<file path="src/rtl/clahe_hist_ram_ctrl.sv">
// Sequencer for one CLAHE histogram bank in a true dual-port RAM.
// Time-multiplexes bulk clear, per-pixel read-modify-write accumulation and bin readout.
module clahe_hist_ram_ctrl #(
  parameter int DATA_WIDTH = 16,
  parameter int ADDR_WIDTH = 8,
  parameter int DEPTH      = 256
) (
  input  logic                  clk,
  input  logic                  rst_n,
  input  logic                  clr_start,
  input  logic                  acc_start,
  input  logic                  acc_stop,
  input  logic                  rd_start,
  input  logic                  pix_valid,
  input  logic [ADDR_WIDTH-1:0] pix_bin,
  output logic                  pix_ready,
  output logic                  rd_valid,
  output logic [ADDR_WIDTH-1:0] rd_bin,
  output logic [DATA_WIDTH-1:0] rd_data,
  output logic                  busy,
  output logic                  done,
  output logic                  ram_ena,
  output logic                  ram_wea,
  output logic [ADDR_WIDTH-1:0] ram_addra,
  output logic [DATA_WIDTH-1:0] ram_dina,
  input  logic [DATA_WIDTH-1:0] ram_douta,
  output logic                  ram_enb,
  output logic                  ram_web,
  output logic [ADDR_WIDTH-1:0] ram_addrb,
  output logic [DATA_WIDTH-1:0] ram_dinb,
  input  logic [DATA_WIDTH-1:0] ram_doutb
);

  typedef enum logic [2:0] {
    S_IDLE,
    S_CLEAR,
    S_ACCUM,
    S_DRAIN,
    S_READOUT
  } state_e;

  localparam logic [ADDR_WIDTH-1:0] HALF_LAST = ADDR_WIDTH'(DEPTH / 2 - 1);
  localparam logic [ADDR_WIDTH-1:0] LAST      = ADDR_WIDTH'(DEPTH - 1);
  localparam logic [DATA_WIDTH-1:0] CNT_MAX   = '1;

  state_e                state_q, state_d;
  logic [ADDR_WIDTH-1:0] cnt_q, cnt_d;
  logic                  s1_valid_q, s1_valid_d;
  logic [ADDR_WIDTH-1:0] s1_bin_q, s1_bin_d;
  logic                  s2_valid_q, s2_valid_d;
  logic [ADDR_WIDTH-1:0] s2_bin_q, s2_bin_d;
  logic [DATA_WIDTH-1:0] s2_val_q, s2_val_d;
  logic                  rd_valid_q, rd_valid_d;
  logic [ADDR_WIDTH-1:0] rd_bin_q, rd_bin_d;
  logic                  done_q, done_d;
  logic [DATA_WIDTH-1:0] base, incr;
  logic                  doutb_unused;

  assign doutb_unused = ^ram_doutb;

  // The previous write is not yet visible to a read issued in the same cycle.
  always_comb begin
    base = (s2_valid_q && (s2_bin_q == s1_bin_q)) ? s2_val_q : ram_douta;
    incr = (base == CNT_MAX) ? base : base + DATA_WIDTH'(1);
  end

  always_comb begin
    state_d    = state_q;
    cnt_d      = cnt_q;
    done_d     = 1'b0;
    rd_valid_d = 1'b0;
    rd_bin_d   = rd_bin_q;
    s1_valid_d = 1'b0;
    s1_bin_d   = s1_bin_q;
    s2_valid_d = s1_valid_q;
    s2_bin_d   = s1_bin_q;
    s2_val_d   = s1_valid_q ? incr : s2_val_q;
    pix_ready  = 1'b0;
    ram_ena    = 1'b0;
    ram_wea    = 1'b0;
    ram_addra  = '0;
    ram_dina   = '0;
    ram_enb    = 1'b0;
    ram_web    = 1'b0;
    ram_addrb  = '0;
    ram_dinb   = '0;

    if (s1_valid_q) begin
      ram_enb   = 1'b1;
      ram_web   = 1'b1;
      ram_addrb = s1_bin_q;
      ram_dinb  = incr;
    end

    unique case (state_q)
      S_IDLE: begin
        cnt_d = '0;
        if (clr_start)      state_d = S_CLEAR;
        else if (rd_start)  state_d = S_READOUT;
        else if (acc_start) state_d = S_ACCUM;
      end
      S_CLEAR: begin
        ram_ena   = 1'b1;
        ram_wea   = 1'b1;
        ram_addra = {cnt_q[ADDR_WIDTH-2:0], 1'b0};
        ram_enb   = 1'b1;
        ram_web   = 1'b1;
        ram_addrb = {cnt_q[ADDR_WIDTH-2:0], 1'b1};
        if (cnt_q == HALF_LAST) begin
          state_d = S_IDLE;
          cnt_d   = '0;
          done_d  = 1'b1;
        end else begin
          cnt_d = cnt_q + ADDR_WIDTH'(1);
        end
      end
      S_ACCUM: begin
        pix_ready = 1'b1;
        if (pix_valid) begin
          ram_ena    = 1'b1;
          ram_addra  = pix_bin;
          s1_valid_d = 1'b1;
          s1_bin_d   = pix_bin;
        end
        if (acc_stop) state_d = S_DRAIN;
      end
      S_DRAIN: begin
        // No reads follow ACCUM, so once this cycle's stage-1 write lands the bank is final.
        state_d = S_IDLE;
        done_d  = 1'b1;
      end
      S_READOUT: begin
        ram_ena    = 1'b1;
        ram_addra  = cnt_q;
        rd_valid_d = 1'b1;
        rd_bin_d   = cnt_q;
        if (cnt_q == LAST) begin
          state_d = S_IDLE;
          cnt_d   = '0;
          done_d  = 1'b1;
        end else begin
          cnt_d = cnt_q + ADDR_WIDTH'(1);
        end
      end
      default: state_d = S_IDLE;
    endcase
  end

  always_ff @(posedge clk or negedge rst_n) begin
    if (!rst_n) begin
      state_q    <= S_IDLE;
      cnt_q      <= '0;
      s1_valid_q <= 1'b0;
      s1_bin_q   <= '0;
      s2_valid_q <= 1'b0;
      s2_bin_q   <= '0;
      s2_val_q   <= '0;
      rd_valid_q <= 1'b0;
      rd_bin_q   <= '0;
      done_q     <= 1'b0;
    end else begin
      state_q    <= state_d;
      cnt_q      <= cnt_d;
      s1_valid_q <= s1_valid_d;
      s1_bin_q   <= s1_bin_d;
      s2_valid_q <= s2_valid_d;
      s2_bin_q   <= s2_bin_d;
      s2_val_q   <= s2_val_d;
      rd_valid_q <= rd_valid_d;
      rd_bin_q   <= rd_bin_d;
      done_q     <= done_d;
    end
  end

  assign busy     = (state_q != S_IDLE);
  assign done     = done_q;
  assign rd_valid = rd_valid_q;
  assign rd_bin   = rd_bin_q;
  assign rd_data  = rd_valid_q ? ram_douta : '0;

endmodule
</file>
<file path="config.mk">
export PLATFORM = sky130hd
export DESIGN_NAME = clahe_hist_ram_ctrl
export DESIGN_NICKNAME = d
export VERILOG_FILES = /design/src/rtl/clahe_hist_ram_ctrl.sv
export SDC_FILE = /design/constraint.sdc
export NUM_CORES = 1
export LEC_CHECK = 0
export ABC_CLOCK_PERIOD_IN_PS = 4880
export BUFFER_PORTS_ARGS = -buffer_cell sky130_fd_sc_hd__buf_2
export CAP_MARGIN = 20
export CORE_AREA = 2 2 115 94
export CTS_CLUSTER_DIAMETER = 50
export DETAILED_ROUTE_END_ITERATION = 16
export DIE_AREA = 0 0 117 96
export PLACE_DENSITY = 0.68
export SLEW_MARGIN = 0
export SYNTH_ARGS = -nofsm -noshare
export SYNTH_HDL_FRONTEND = slang
export SYNTH_SLANG_ARGS = --single-unit
export TNS_END_PERCENT = 20
</file>
<file path="constraint.sdc">
create_clock -name clk -period 4.88 [get_ports clk]
set_input_delay 0.976 -clock clk [delete_from_list [all_inputs] [get_ports clk]]
set_output_delay 0.976 -clock clk [all_outputs]
set_load 0.01 [all_outputs]
</file>
==> results.sh <==
export IMPL_yosys_area_top_type="dfrtp_1"
export IMPL_drt_pass1_iter_count=5
export IMPL_ir_drop_mv=0.2240
export IMPL_start_util=0.3899
export IMPL_post_synth_num_cell_types=60
export IMPL_max_freq_mhz=220.6
export IMPL_timing_setup_tns_ns=0
export IMPL_pin_count=127
export IMPL_syn_to_final_growth_pct=16.43
export IMPL_synth_ff_type="dfrtp_1"
export IMPL_post_dp_hpwl_um=8346
export IMPL_gp_congestion=0.9097
export IMPL_routed_wl_um=11350
export IMPL_clkPwrFrac=0.218
export IMPL_outcome="complete, no violations"
export IMPL_cts_buffers_inserted=5
export IMPL_drc=0
export IMPL_nets=619
export IMPL_rsz0062_at_grt="false"
export IMPL_synth_cells=495
export IMPL_grt_pass1_vias=3513
export IMPL_startpoint_type="flip-flop"
export IMPL_port_buffers=94
export IMPL_crit_slowest_cell="dfrtp_1"
export IMPL_pwr_share_comb=0.354
export IMPL_ys_seq_area_frac=0.3490
export IMPL_dieArea_sq_um=11230
export IMPL_synth_top_area_frac=0.3490
export IMPL_ctsResizeCount=0
export IMPL_grt_pass1_wl_um=17560
export IMPL_ys_ff_latch=55
export IMPL_min_period_over_period=0.9289
export IMPL_antenna_cells=0
export IMPL_cp_data_arrival_time_ns=3.56
export IMPL_via_count=3920
export IMPL_ys_warn_count=0
export IMPL_critPathKind="reg -> out"
export IMPL_antenna_found_initial=0
export IMPL_hp_class="reg -> reg"
export IMPL_mappedNetlistArea_sq_um=3944
export IMPL_cp_end_kind="output pin"
export IMPL_placed_area_sq_um=4429
export IMPL_h_tree_depth=2
export IMPL_layout_drive_gt1_share=0.2172
export IMPL_drv_cap=0
export IMPL_synth_most_common_cell="nand2_1"
export IMPL_finalMaxSlewViolations=0
export IMPL_synth_edf_count=0
export IMPL_wl_per_cell_um=15.97
export IMPL_critPathTopFamily="simple AND/OR/NAND/NOR gates"
export IMPL_relSlewSlack=0.4337
export IMPL_drtIter0Drc=387
export IMPL_finalHoldViolations=0
export IMPL_crit_path_max_fanout=9
export IMPL_fin_area_sq_um=4592
export IMPL_worst_slew_pin_slew_ns=0.8495
export IMPL_path_buf_inv=1
export IMPL_core_area_sq_um=10120
export IMPL_p_sw_frac=0.4021
export IMPL_pwr_share_seq=0.428
export IMPL_clock_skew_ns=0.01016
export IMPL_post_drt_via_cell_ratio=5.513
export IMPL_path_cells="xnor2_1 -> nand3_1 -> or3_1 -> mux2_2 -> ha_2 -> nand3_1 -> nor4_4 -> a21oi_1 -> mux2_2 -> a221oi_2 -> nor2_1 -> buf_2"
export IMPL_die_x_um=117
export IMPL_critical_path_depth=12
export IMPL_setup_violations=0
export IMPL_powerDensity_nw_per_um2=380.1
export IMPL_num_rows=33
export IMPL_internal_power_mw=1.044
export IMPL_fin_util=0.4539
export IMPL_pre_cts_ws_ns=0.5864
export IMPL_rr_worst_depth=11
export IMPL_post_cts_setup_buffers=0
export IMPL_min_delay_path_depth=0
export IMPL_hold_buffers=0
export IMPL_required_ns=3.90
export IMPL_grt_overflow=0
export IMPL_p_leak_nw=2.266
export IMPL_die_y_um=96
export IMPL_switchingPower_mw=0.7018
export IMPL_cp_slowest_stage_delay_ns=0.43
export IMPL_clock_latency_ns=0.29
export IMPL_clock_sinks=55
export IMPL_final_setup_worst_slack_ns=0.3472
export IMPL_dp_cells=703
export IMPL_final_cells=711
export IMPL_ctsLongestPathBuffers=2
export IMPL_path_clk_slew_ns=0.06
export IMPL_syn_area_per_cell_sq_um=7.967
export IMPL_ant_nets=0
export IMPL_synth_area_leaders="dfrtp_1, nand2_1, mux2i_1, nand3_1, buf_4"
export IMPL_grt_max_degree=56
export IMPL_cts_root_buf="clkbuf_16"
export IMPL_cts_tree="done"
export IMPL_async_flop_share=1.000
export IMPL_grt_use_total=0.1994
export IMPL_synth_common_cells="nand2_1, dfrtp_1, nand3_1"
export IMPL_layout_min_cycle_time_ns=4.533
==> worst register-to-register path, stage by stage, from the launching register on <==
cell and delay [ns]:
dfrtp_1 0.43, xnor2_1 0.15, nand3_1 0.16, or3_1 0.42, mux2_2 0.26, ha_2 0.27
nand3_1 0.18, nor4_4 0.40, a21oi_1 0.19, mux2_2 0.33, a221oi_2 0.26, o2bb2ai_1 0.09
==> cells by family (layout without fill, tap and decap cells) <==
| family | count (synthesis) | in the layout | synth area share |
|---|---|---|---|
| and+or+nand+nor | 242 | 242 | 0.3043 |
| AOI/OAI and AO/OA | 92 | 92 | 0.1523 |
| buffers and inverters | 60 | 121 | 0.08026 |
| DFF | 55 | 55 | 0.3490 |
| muxes | 26 | 26 | 0.06916 |
| xor gates and xnor gates | 17 | 17 | 0.03776 |
| adders and majority gates | 2 | 2 | 0.006344 |
| other | 1 | 16 | 0.0009509 |
==> layout make-up <==
cell class / count / area [sq um]
clock buffers: 7 / 152.6
inverters: 13 / 48.80
flip-flops and latches: 55 / 1376
repair buffers: 100 / 515.5
multi-input cells: 395 / 2316
well taps: 140 / 175.2
clock inverters: 1 / 7.507
fillers: 1004 / 5524
==> routing by layer <==
layer,vias to the layer above,global-route usage,part of all wire
met5,-,0,0
met3,19,0.03338,0.061
met4,0,0.05392,0.017
met1,1888,0.2857,0.47
met2,145,0.3121,0.46
li1,1868,-,-
==> power groups by stage <==
stage               combinational [mW]  clock, mW  sequential (mW)
floorplan                        0.469          0            0.678
global placement                 0.599          0            0.739
detailed placement               0.616          0            0.749
CTS                              0.620      0.390            0.740
global route                     0.697      0.408            0.769
finish                           0.618      0.381            0.747
==> per-stage QoR <==
step	total power, mW	hold slack [ns]
floorplan	1.147	0.3519
global placement	1.338	0.4321
detailed placement	1.365	0.4361
CTS	1.750	0.4526
global route	1.874	0.4692
finish	1.745	0.4482
==> path summary, 6_finish.rpt <==
path / startpoint / to / slack (ns)
max in group asynchronous: rst_n / s2_val_q[15]$_DFFE_PN0P_ / 3.60
setup reg to reg: s1_bin_q[4]$_DFFE_PN0P_ / s2_val_q[6]$_DFFE_PN0P_ / 1.62
min in group asynchronous: rst_n / s2_val_q[1]$_DFFE_PN0P_ / 0.82
hold / removal: s1_bin_q[2]$_DFFE_PN0P_ / s2_bin_q[2]$_DFF_PN0_ / 0.45
hold reg to reg: s1_bin_q[2]$_DFFE_PN0P_ / s2_bin_q[2]$_DFF_PN0_ / 0.45
setup / recovery: s1_bin_q[4]$_DFFE_PN0P_ / ram_dinb[6] / 0.35
==> state kept, by name (all words and copies together) (netlist names) <==
register	flops
cnt_q	8
done	1
rd_bin	8
rd_valid	1
s1_bin_q	8
s1_valid_q	1
s2_bin_q	8
s2_val_q	16
s2_valid_q	1
state_q	3
==> cells in the final DEF (no fill, tap or decap), drive strengths merged, types with 3 or more instances in the layout <==
cell type  count
mux2           7
clkbuf         7
nand4         16
nor4           3
buf          100
mux2i         19
nand2b         6
a41oi          3
a211oi         9
xor2           3
o22ai          5
o21ai         21
xnor2         14
a21oi         24
and4           4
a31oi          6
conb          16
o211ai         3
a211o          3
and2          20
nor2          26
nand2         99
and3          11
nor2b          4
or3            3
clkinv         4
nand3         27
dfrtp         55
inv            9
nor3          15
No activity file was read; power rests on OpenSTA's default activity.
